**config.mk**
```make
export PLATFORM = sky130hd
export DESIGN_NAME = cr_meta_writer_flat
export DESIGN_NICKNAME = d
export VERILOG_FILES = /design/src/rtl/cr_meta_writer_if.sv /design/src/rtl/cr_meta_writer.sv /design/src/flat_wrapper.sv
export SDC_FILE = /design/constraint.sdc
export NUM_CORES = 1
export LEC_CHECK = 0
export ABC_AREA = 1
export BUFFER_PORTS_ARGS = -buffer_cell sky130_fd_sc_hd__clkbuf_2
export CORE_MARGIN = 2
export CORE_UTILIZATION = 35
export CTS_CLUSTER_DIAMETER = 40
export DETAILED_ROUTE_END_ITERATION = 8
export PLACE_DENSITY = 0.67
export SYNTH_ARGS = -nofsm -noshare
export SYNTH_HDL_FRONTEND = slang
export SYNTH_SLANG_ARGS = --single-unit
```
**constraint.sdc**
```tcl
create_clock -name clk -period 1.8 [get_ports clk]
set_clock_uncertainty 0.05 [all_clocks]
set_input_delay 0.09 -clock clk [delete_from_list [all_inputs] [get_ports clk]]
set_output_delay 0.09 -clock clk [all_outputs]
set_load 0.01 [all_outputs]
```
**src/rtl/cr_meta_writer_if.sv**
```systemverilog
// Handshake and write-port bundle for cr_meta_writer.
// The slave modport is the writer itself; master is whoever drives it (source/arbiter side).
interface cr_meta_writer_if;
    localparam int unsigned DW = 16;

    logic          start;
    logic          in_valid;
    logic          in_ready;
    logic [DW-1:0] in_data;
    logic          in_last;
    logic          bus_req;
    logic          bus_gnt;
    logic [DW-1:0] data_addr;
    logic [DW-1:0] data_out;
    logic          data_wr;
    logic          auth_wr;
    logic          busy;
    logic          done;
    logic          error;
    logic [DW-1:0] count;

    modport master (
        output start, in_valid, in_data, in_last, bus_gnt,
        input  in_ready, bus_req, data_addr, data_out, data_wr, auth_wr,
               busy, done, error, count
    );

    modport slave (
        input  start, in_valid, in_data, in_last, bus_gnt,
        output in_ready, bus_req, data_addr, data_out, data_wr, auth_wr,
               busy, done, error, count
    );
endinterface

```
**src/rtl/cr_meta_writer.sv**
```systemverilog
// Sole authorised writer of the CR metadata region: optional zero-fill, then stream
// source entries into consecutive words, tagging every write with auth_wr.
module cr_meta_writer #(
    parameter logic [15:0] META_BASE      = 16'h0160,
    parameter logic [15:0] META_END       = 16'h01FF,
    parameter bit          CLEAR_ON_START = 1'b1
) (
    input  logic              clk,
    input  logic              reset,
    cr_meta_writer_if.slave   bus
);
    localparam int unsigned DW   = 16;
    localparam logic [DW-1:0] LAST = META_END - DW'(1);
    localparam logic [DW-1:0] STEP = DW'(2);

    typedef enum logic [2:0] {
        S_IDLE,
        S_CLEAR,
        S_LOAD,
        S_DONE,
        S_ERR
    } state_t;

    state_t        state_q;
    logic [DW-1:0] ptr_q;
    logic [DW-1:0] count_q;
    logic [DW-1:0] addr_q;
    logic [DW-1:0] wdata_q;
    logic          wr_q;
    logic          busy_q;
    logic          done_q;
    logic          error_q;

    logic          load_ready;
    logic          xfer;

    // in_ready must track bus_gnt in the same cycle for the handshake to work
    assign load_ready = (state_q == S_LOAD) && bus.bus_gnt;
    assign xfer       = load_ready && bus.in_valid;

    assign bus.in_ready  = load_ready;
    assign bus.bus_req   = busy_q;
    assign bus.data_addr = addr_q;
    assign bus.data_out  = wdata_q;
    assign bus.data_wr   = wr_q;
    assign bus.auth_wr   = wr_q;
    assign bus.busy      = busy_q;
    assign bus.done      = done_q;
    assign bus.error     = error_q;
    assign bus.count     = count_q;

    always_ff @(posedge clk or posedge reset) begin
        if (reset) begin
            state_q <= S_IDLE;
            ptr_q   <= META_BASE;
            count_q <= '0;
            addr_q  <= '0;
            wdata_q <= '0;
            wr_q    <= 1'b0;
            busy_q  <= 1'b0;
            done_q  <= 1'b0;
            error_q <= 1'b0;
        end else begin
            wr_q <= 1'b0;
            case (state_q)
                S_IDLE, S_DONE: begin
                    if (bus.start) begin
                        ptr_q   <= META_BASE;
                        count_q <= '0;
                        done_q  <= 1'b0;
                        busy_q  <= 1'b1;
                        state_q <= CLEAR_ON_START ? S_CLEAR : S_LOAD;
                    end
                end
                S_CLEAR: begin
                    if (bus.bus_gnt) begin
                        addr_q  <= ptr_q;
                        wdata_q <= '0;
                        wr_q    <= 1'b1;
                        if (ptr_q == LAST) begin
                            ptr_q   <= META_BASE;
                            state_q <= S_LOAD;
                        end else begin
                            ptr_q <= ptr_q + STEP;
                        end
                    end
                end
                S_LOAD: begin
                    if (xfer) begin
                        addr_q  <= ptr_q;
                        wdata_q <= bus.in_data;
                        wr_q    <= 1'b1;
                        count_q <= count_q + DW'(1);
                        // in_last wins over overflow, so a full region ending on LAST is legal
                        if (bus.in_last) begin
                            state_q <= S_DONE;
                            done_q  <= 1'b1;
                            busy_q  <= 1'b0;
                        end else if (ptr_q == LAST) begin
                            state_q <= S_ERR;
                            error_q <= 1'b1;
                            busy_q  <= 1'b0;
                        end else begin
                            ptr_q <= ptr_q + STEP;
                        end
                    end
                end
                S_ERR: begin
                    busy_q <= 1'b0;
                end
                default: begin
                    state_q <= S_IDLE;
                    busy_q  <= 1'b0;
                end
            endcase
        end
    end
endmodule
```
**src/flat_wrapper.sv**
```systemverilog
// flat-port wrapper written by rule: the top's interface ports become plain ports
module cr_meta_writer_flat 
#(
    parameter logic [15:0] META_BASE      = 16'h0160,
    parameter logic [15:0] META_END       = 16'h01FF,
    parameter bit          CLEAR_ON_START = 1'b1
)
  (clk, reset, bus_start, bus_in_valid, bus_in_data, bus_in_last, bus_bus_gnt, bus_in_ready, bus_bus_req, bus_data_addr, bus_data_out, bus_data_wr, bus_auth_wr, bus_busy, bus_done, bus_error, bus_count);
  cr_meta_writer_if bus_i ();
  input  logic clk;
  input  logic reset;
  input wire logic [$bits(bus_i.start)-1:0] bus_start;
  input wire logic [$bits(bus_i.in_valid)-1:0] bus_in_valid;
  input wire logic [$bits(bus_i.in_data)-1:0] bus_in_data;
  input wire logic [$bits(bus_i.in_last)-1:0] bus_in_last;
  input wire logic [$bits(bus_i.bus_gnt)-1:0] bus_bus_gnt;
  output wire logic [$bits(bus_i.in_ready)-1:0] bus_in_ready;
  output wire logic [$bits(bus_i.bus_req)-1:0] bus_bus_req;
  output wire logic [$bits(bus_i.data_addr)-1:0] bus_data_addr;
  output wire logic [$bits(bus_i.data_out)-1:0] bus_data_out;
  output wire logic [$bits(bus_i.data_wr)-1:0] bus_data_wr;
  output wire logic [$bits(bus_i.auth_wr)-1:0] bus_auth_wr;
  output wire logic [$bits(bus_i.busy)-1:0] bus_busy;
  output wire logic [$bits(bus_i.done)-1:0] bus_done;
  output wire logic [$bits(bus_i.error)-1:0] bus_error;
  output wire logic [$bits(bus_i.count)-1:0] bus_count;
  assign bus_i.start = bus_start;
  assign bus_i.in_valid = bus_in_valid;
  assign bus_i.in_data = bus_in_data;
  assign bus_i.in_last = bus_in_last;
  assign bus_i.bus_gnt = bus_bus_gnt;
  assign bus_in_ready = bus_i.in_ready;
  assign bus_bus_req = bus_i.bus_req;
  assign bus_data_addr = bus_i.data_addr;
  assign bus_data_out = bus_i.data_out;
  assign bus_data_wr = bus_i.data_wr;
  assign bus_auth_wr = bus_i.auth_wr;
  assign bus_busy = bus_i.busy;
  assign bus_done = bus_i.done;
  assign bus_error = bus_i.error;
  assign bus_count = bus_i.count;
  cr_meta_writer #(.META_BASE(META_BASE), .META_END(META_END), .CLEAR_ON_START(CLEAR_ON_START)) u_core (.clk(clk), .reset(reset), .bus(bus_i));
endmodule
```
==> impl_metrics.prom <==
# TYPE chip_impl_metric gauge
chip_impl_info{name="outcome",value="finished clean"} 1
chip_impl_metric{name="ir_drop",unit="mV"} 0.601
chip_impl_metric{name="final_net_count",unit=""} 640
chip_impl_metric{name="gp_routability_congestion",unit=""} 0.926
chip_impl_metric{name="grt_remaining_overflow",unit=""} 0
chip_impl_info{name="hp-class",value="input port to flop"} 1
chip_impl_metric{name="die-height",unit="µm"} 107
chip_impl_metric{name="synth-edff-count",unit=""} 0
chip_impl_metric{name="critical_path_peak_fanout",unit=""} 10
chip_impl_metric{name="drt_pass1_iterations",unit=""} 4
chip_impl_info{name="cts-root-buf",value="sky130_fd_sc_hd__clkbuf_8"} 1
chip_impl_metric{name="max_cap_viol_count",unit=""} 0
chip_impl_metric{name="clock_path_buffers",unit=""} 2
chip_impl_metric{name="worstRegToRegCells",unit=""} 10
chip_impl_metric{name="reg2reg_slack",unit="ns"} 0.11
chip_impl_info{name="criticalPathCategory",value="flop to flop"} 1
chip_impl_metric{name="total_wire_length",unit="µm"} 10300
chip_impl_info{name="startpoint_of_the_most_critical_register_to_register_path",value="u_core.ptr_q[6]$_DFFE_PP1P_"} 1
chip_impl_metric{name="yosys_warnings",unit=""} 0
chip_impl_metric{name="global_route_wire_length_before_repair",unit="µm"} 17500
chip_impl_metric{name="initial_utilization",unit="%"} 36.2
chip_impl_info{name="endpoint_type_of_the_worst_setup_path",value="flop"} 1
chip_impl_metric{name="vias_per_cell",unit=""} 4.94
chip_impl_metric{name="synth.area.mux_share",unit="%"} 0
chip_impl_metric{name="postSynthNetCount",unit=""} 524
chip_impl_metric{name="postLayoutCoreUtil",unit="%"} 47.4
chip_impl_metric{name="drcViolationCount",unit=""} 0
chip_impl_metric{name="synth-seq-cells",unit=""} 69
chip_impl_metric{name="power_dens_cells",unit="nW/µm²"} 1280
chip_impl_metric{name="gr-usage-all-layers",unit="%"} 19.2
chip_impl_metric{name="die_area",unit="µm²"} 11500
chip_impl_metric{name="first_global_vias",unit=""} 3770
chip_impl_metric{name="synth_fa_ha_area_share",unit="%"} 0.670
chip_impl_metric{name="final_instance_area",unit="µm²"} 4890
chip_impl_metric{name="dr_total_vias",unit=""} 3736
chip_impl_metric{name="regArea",unit="µm²"} 1730
chip_impl_metric{name="first_iter_violations",unit=""} 232
chip_impl_metric{name="ys_types",unit=""} 28
chip_impl_metric{name="antenna-diode-count",unit=""} 0
chip_impl_metric{name="slew_headroom",unit="%"} 52.2
chip_impl_metric{name="finalHoldViolations",unit=""} 0
chip_impl_metric{name="ant_nets",unit=""} 0
chip_impl_metric{name="async_reset_ff_share",unit="%"} 100
chip_impl_metric{name="clkLatencyLatePin",unit="ns"} 0.35
chip_impl_metric{name="wire_per_inst",unit="µm"} 13.6
chip_impl_metric{name="fillerInstances",unit=""} 1006
chip_impl_info{name="cts_tree",value="done"} 1
chip_impl_info{name="critPathLaunchType",value="flop"} 1
chip_impl_metric{name="max_clock_freq",unit="MHz"} 592
chip_impl_metric{name="fin_hold_ws",unit="ns"} 0.0366
chip_impl_metric{name="critPathRequiredTime",unit="ns"} 1.97
chip_impl_metric{name="multi_input_comb_area",unit="µm²"} 1720
chip_impl_info{name="rsz0062_at_grt",value="yes"} 1
chip_impl_metric{name="clk_pin_slew",unit="ns"} 0.09
chip_impl_metric{name="placement.setup.worst_slack",unit="ns"} 0.0419
chip_impl_metric{name="avgSynthCellArea",unit="µm²"} 7.47
chip_impl_metric{name="h-tree-depth",unit=""} 3
chip_impl_metric{name="synthCells",unit=""} 500
chip_impl_metric{name="synthesis.area",unit="µm²"} 3740
chip_impl_metric{name="synth_simple_gate_area_share",unit="%"} 30.9
chip_impl_metric{name="row_count",unit=""} 37
chip_impl_metric{name="synth_compound_gate_area_share",unit="%"} 11.7
chip_impl_metric{name="final_max_slew_viol_count",unit=""} 0
chip_impl_metric{name="sum_of_internal_switching_and_leakage_power",unit="µW"} 6270
chip_impl_metric{name="flow.area_growth_from_synthesis",unit="%"} 30.9
chip_impl_metric{name="clock_sink_count",unit=""} 69
chip_impl_metric{name="placement.io_buffers",unit=""} 75
chip_impl_metric{name="cp_data_arrival_time",unit="ns"} 1.86
chip_impl_info{name="reg2reg_to",value="u_core.ptr_q[3]$_DFFE_PP0P_"} 1
chip_impl_metric{name="dieWidth",unit="µm"} 107
chip_impl_metric{name="post_synth_xor_xnor_area",unit="%"} 1.17
chip_impl_info{name="holdPathEnd",value="u_core.bus.error$_DFFE_PP0P_"} 1
chip_impl_info{name="timing.hold.worst.start",value="bus_in_valid"} 1
chip_impl_metric{name="post_placement_cell_area",unit="µm²"} 4440
chip_impl_metric{name="min_period",unit="ns"} 1.69
chip_impl_info{name="synth_top_family_by_area",value="simple AND/OR/NAND/NOR gates"} 1
chip_impl_metric{name="numCtsBuffers",unit=""} 9
chip_impl_metric{name="synth_seq_area_share",unit="%"} 46.3
chip_impl_metric{name="grt_start_max_net_pins",unit=""} 45
chip_impl_metric{name="worst_slack",unit="ns"} 0.111
chip_impl_metric{name="finalSetupViolCount",unit=""} 0
chip_impl_info{name="synth-main-ff-cell",value="sky130_fd_sc_hd__dfrtp_1"} 1
chip_impl_metric{name="drive_gt1_share",unit="%"} 24.0
chip_impl_metric{name="core_region_area",unit="µm²"} 10300
chip_impl_metric{name="io-pin-count",unit=""} 77
chip_impl_metric{name="power.static_leakage",unit="µW"} 0.00238
chip_impl_metric{name="antenna_found_initial",unit=""} 0
chip_impl_metric{name="min_period_over_period",unit="%"} 93.9
chip_impl_metric{name="hold_depth",unit=""} 3
chip_impl_metric{name="detailedPlacementHpwl",unit="µm"} 7330
chip_impl_metric{name="worst_slew_pin_slew",unit="ns"} 0.716
[cells by family after synthesis]
family          count (synthesis)
flops                          69
buf+inv                        82
compound gates                 80
xor+xnor                        5
simple gates                  261
other cells                     1
fa+ha+maj                       2
[metrics by stage]
| step | TNS, ns | cells |
|---|---|---|
| floorplan | 0 | 500 |
| global placement | 0 | 722 |
| detailed placement | 0 | 722 |
| CTS | 0 | 756 |
| global route | -0.0157 | 757 |
| finish | 0 | 757 |
[worst max-delay path, stage by stage, from the launching register on]
cell and delay (ns):
sky130_fd_sc_hd__dfstp_2 0.58, sky130_fd_sc_hd__nand2_2 0.07, sky130_fd_sc_hd__inv_1 0.07, sky130_fd_sc_hd__nand2_2 0.08, sky130_fd_sc_hd__nor2_4 0.18, sky130_fd_sc_hd__nand3_4 0.11, sky130_fd_sc_hd__inv_1 0.09, sky130_fd_sc_hd__nor2_2 0.04
sky130_fd_sc_hd__buf_4 0.16, sky130_fd_sc_hd__nand2_1 0.06, sky130_fd_sc_hd__o21ai_0 0.07
[cell type report]
| type | instances | area share (%) |
|---|---|---|
| flip-flops and latches | 69 | 35.4 |
| multi-input cells | 349 | 35.1 |
| repair buffers | 122 | 16.6 |
| inverters | 65 | 5.12 |
| well taps | 136 | 3.48 |
| clock buffers | 11 | 3.10 |
| clock inverters | 5 | 1.20 |
[per-layer routing]
metal	global-route usage (%)	routed length, µm	share of wire, %
met4	7.61	254	2.5
met2	32.8	4940	48
met1	23.7	4560	44
met3	3.81	530	5.2
met5	0	0	0
[flip-flops by register name, summed over array words and instances, names as in the netlist]
register	flops
u_core.bus.count	16
u_core.bus.data_out	16
u_core.state_q	3
u_core.ptr_q	15
u_core.bus.error	1
u_core.bus.auth_wr	1
u_core.bus.bus_req	1
u_core.bus.done	1
u_core.bus.data_addr	15
[how the worst max path moves through the flow]
stage                                             start                              end  slack [ns]  cells past startpoint
after floorplan             u_core.ptr_q[5]$_DFFE_PP1P_    u_core.state_q[0]$_DFFE_PP0P_        0.19                      9
after global placement      u_core.ptr_q[1]$_DFFE_PP0P_      u_core.ptr_q[7]$_DFFE_PP0P_        0.15                      8
after detailed placement  u_core.state_q[0]$_DFFE_PP0P_  u_core.bus.count[8]$_DFFE_PP0P_        0.04                      9
after CTS                 u_core.state_q[0]$_DFFE_PP0P_  u_core.bus.count[8]$_DFFE_PP0P_        0.03                      9
after global routing        u_core.ptr_q[5]$_DFFE_PP1P_      u_core.ptr_q[3]$_DFFE_PP0P_       -0.01                     10
final                       u_core.ptr_q[6]$_DFFE_PP1P_      u_core.ptr_q[3]$_DFFE_PP0P_        0.11                     10
[timing repair]
action / 4_1_cts / 5_1_grt
setup endpoints to repair: 0 / 24
endpoints found under the hold margin: 41 / 0
gates resized for setup: 0 / 15
buffers inserted: 0 / 1
hold buffers: 18 / 0
[cells in the mapped netlist, types with 6 or more instances]
| master | count | area, µm² |
|---|---|---|
| sky130_fd_sc_hd__inv_1 | 62 | 233 |
| sky130_fd_sc_hd__dfrtp_1 | 66 | 1650 |
| sky130_fd_sc_hd__nor2_1 | 49 | 184 |
| sky130_fd_sc_hd__nand2_1 | 126 | 473 |
| sky130_fd_sc_hd__clkbuf_1 | 6 | 22.5 |
| sky130_fd_sc_hd__o21ai_0 | 26 | 130 |
| sky130_fd_sc_hd__buf_2 | 6 | 30.0 |
| sky130_fd_sc_hd__a21oi_1 | 21 | 105 |
| sky130_fd_sc_hd__o21ai_1 | 19 | 95.1 |
| sky130_fd_sc_hd__nand4_1 | 22 | 138 |
| sky130_fd_sc_hd__nand3_1 | 51 | 255 |
[where the power goes]
part	switching [µW]	total [µW]	internal, µW	leakage [µW]
logic	1780	2720	943	0.00138
clock network	611	1330	715	0.000102
registers	273	2210	1940	0.000898
[placed cells by master, fill, tap and decap left out, drive strengths merged, types with 3 or more instances in the layout]
cell type / synthesis / routed
a21oi: 21 / 21
buf: 11 / 29
xor2: 3 / 3
clkbuf: 6 / 86
o21ai: 46 / 46
dfrtp: 66 / 66
o21bai: 5 / 5
dlygate4sd3: 0 / 18
o31ai: 3 / 3
inv: 65 / 64
nand4: 22 / 22
clkinvlp: 0 / 3
nor2: 53 / 53
nand3: 55 / 55
o211ai: 5 / 5
dfstp: 3 / 3
nand2: 130 / 130
(Power assumes the default switching activity.)
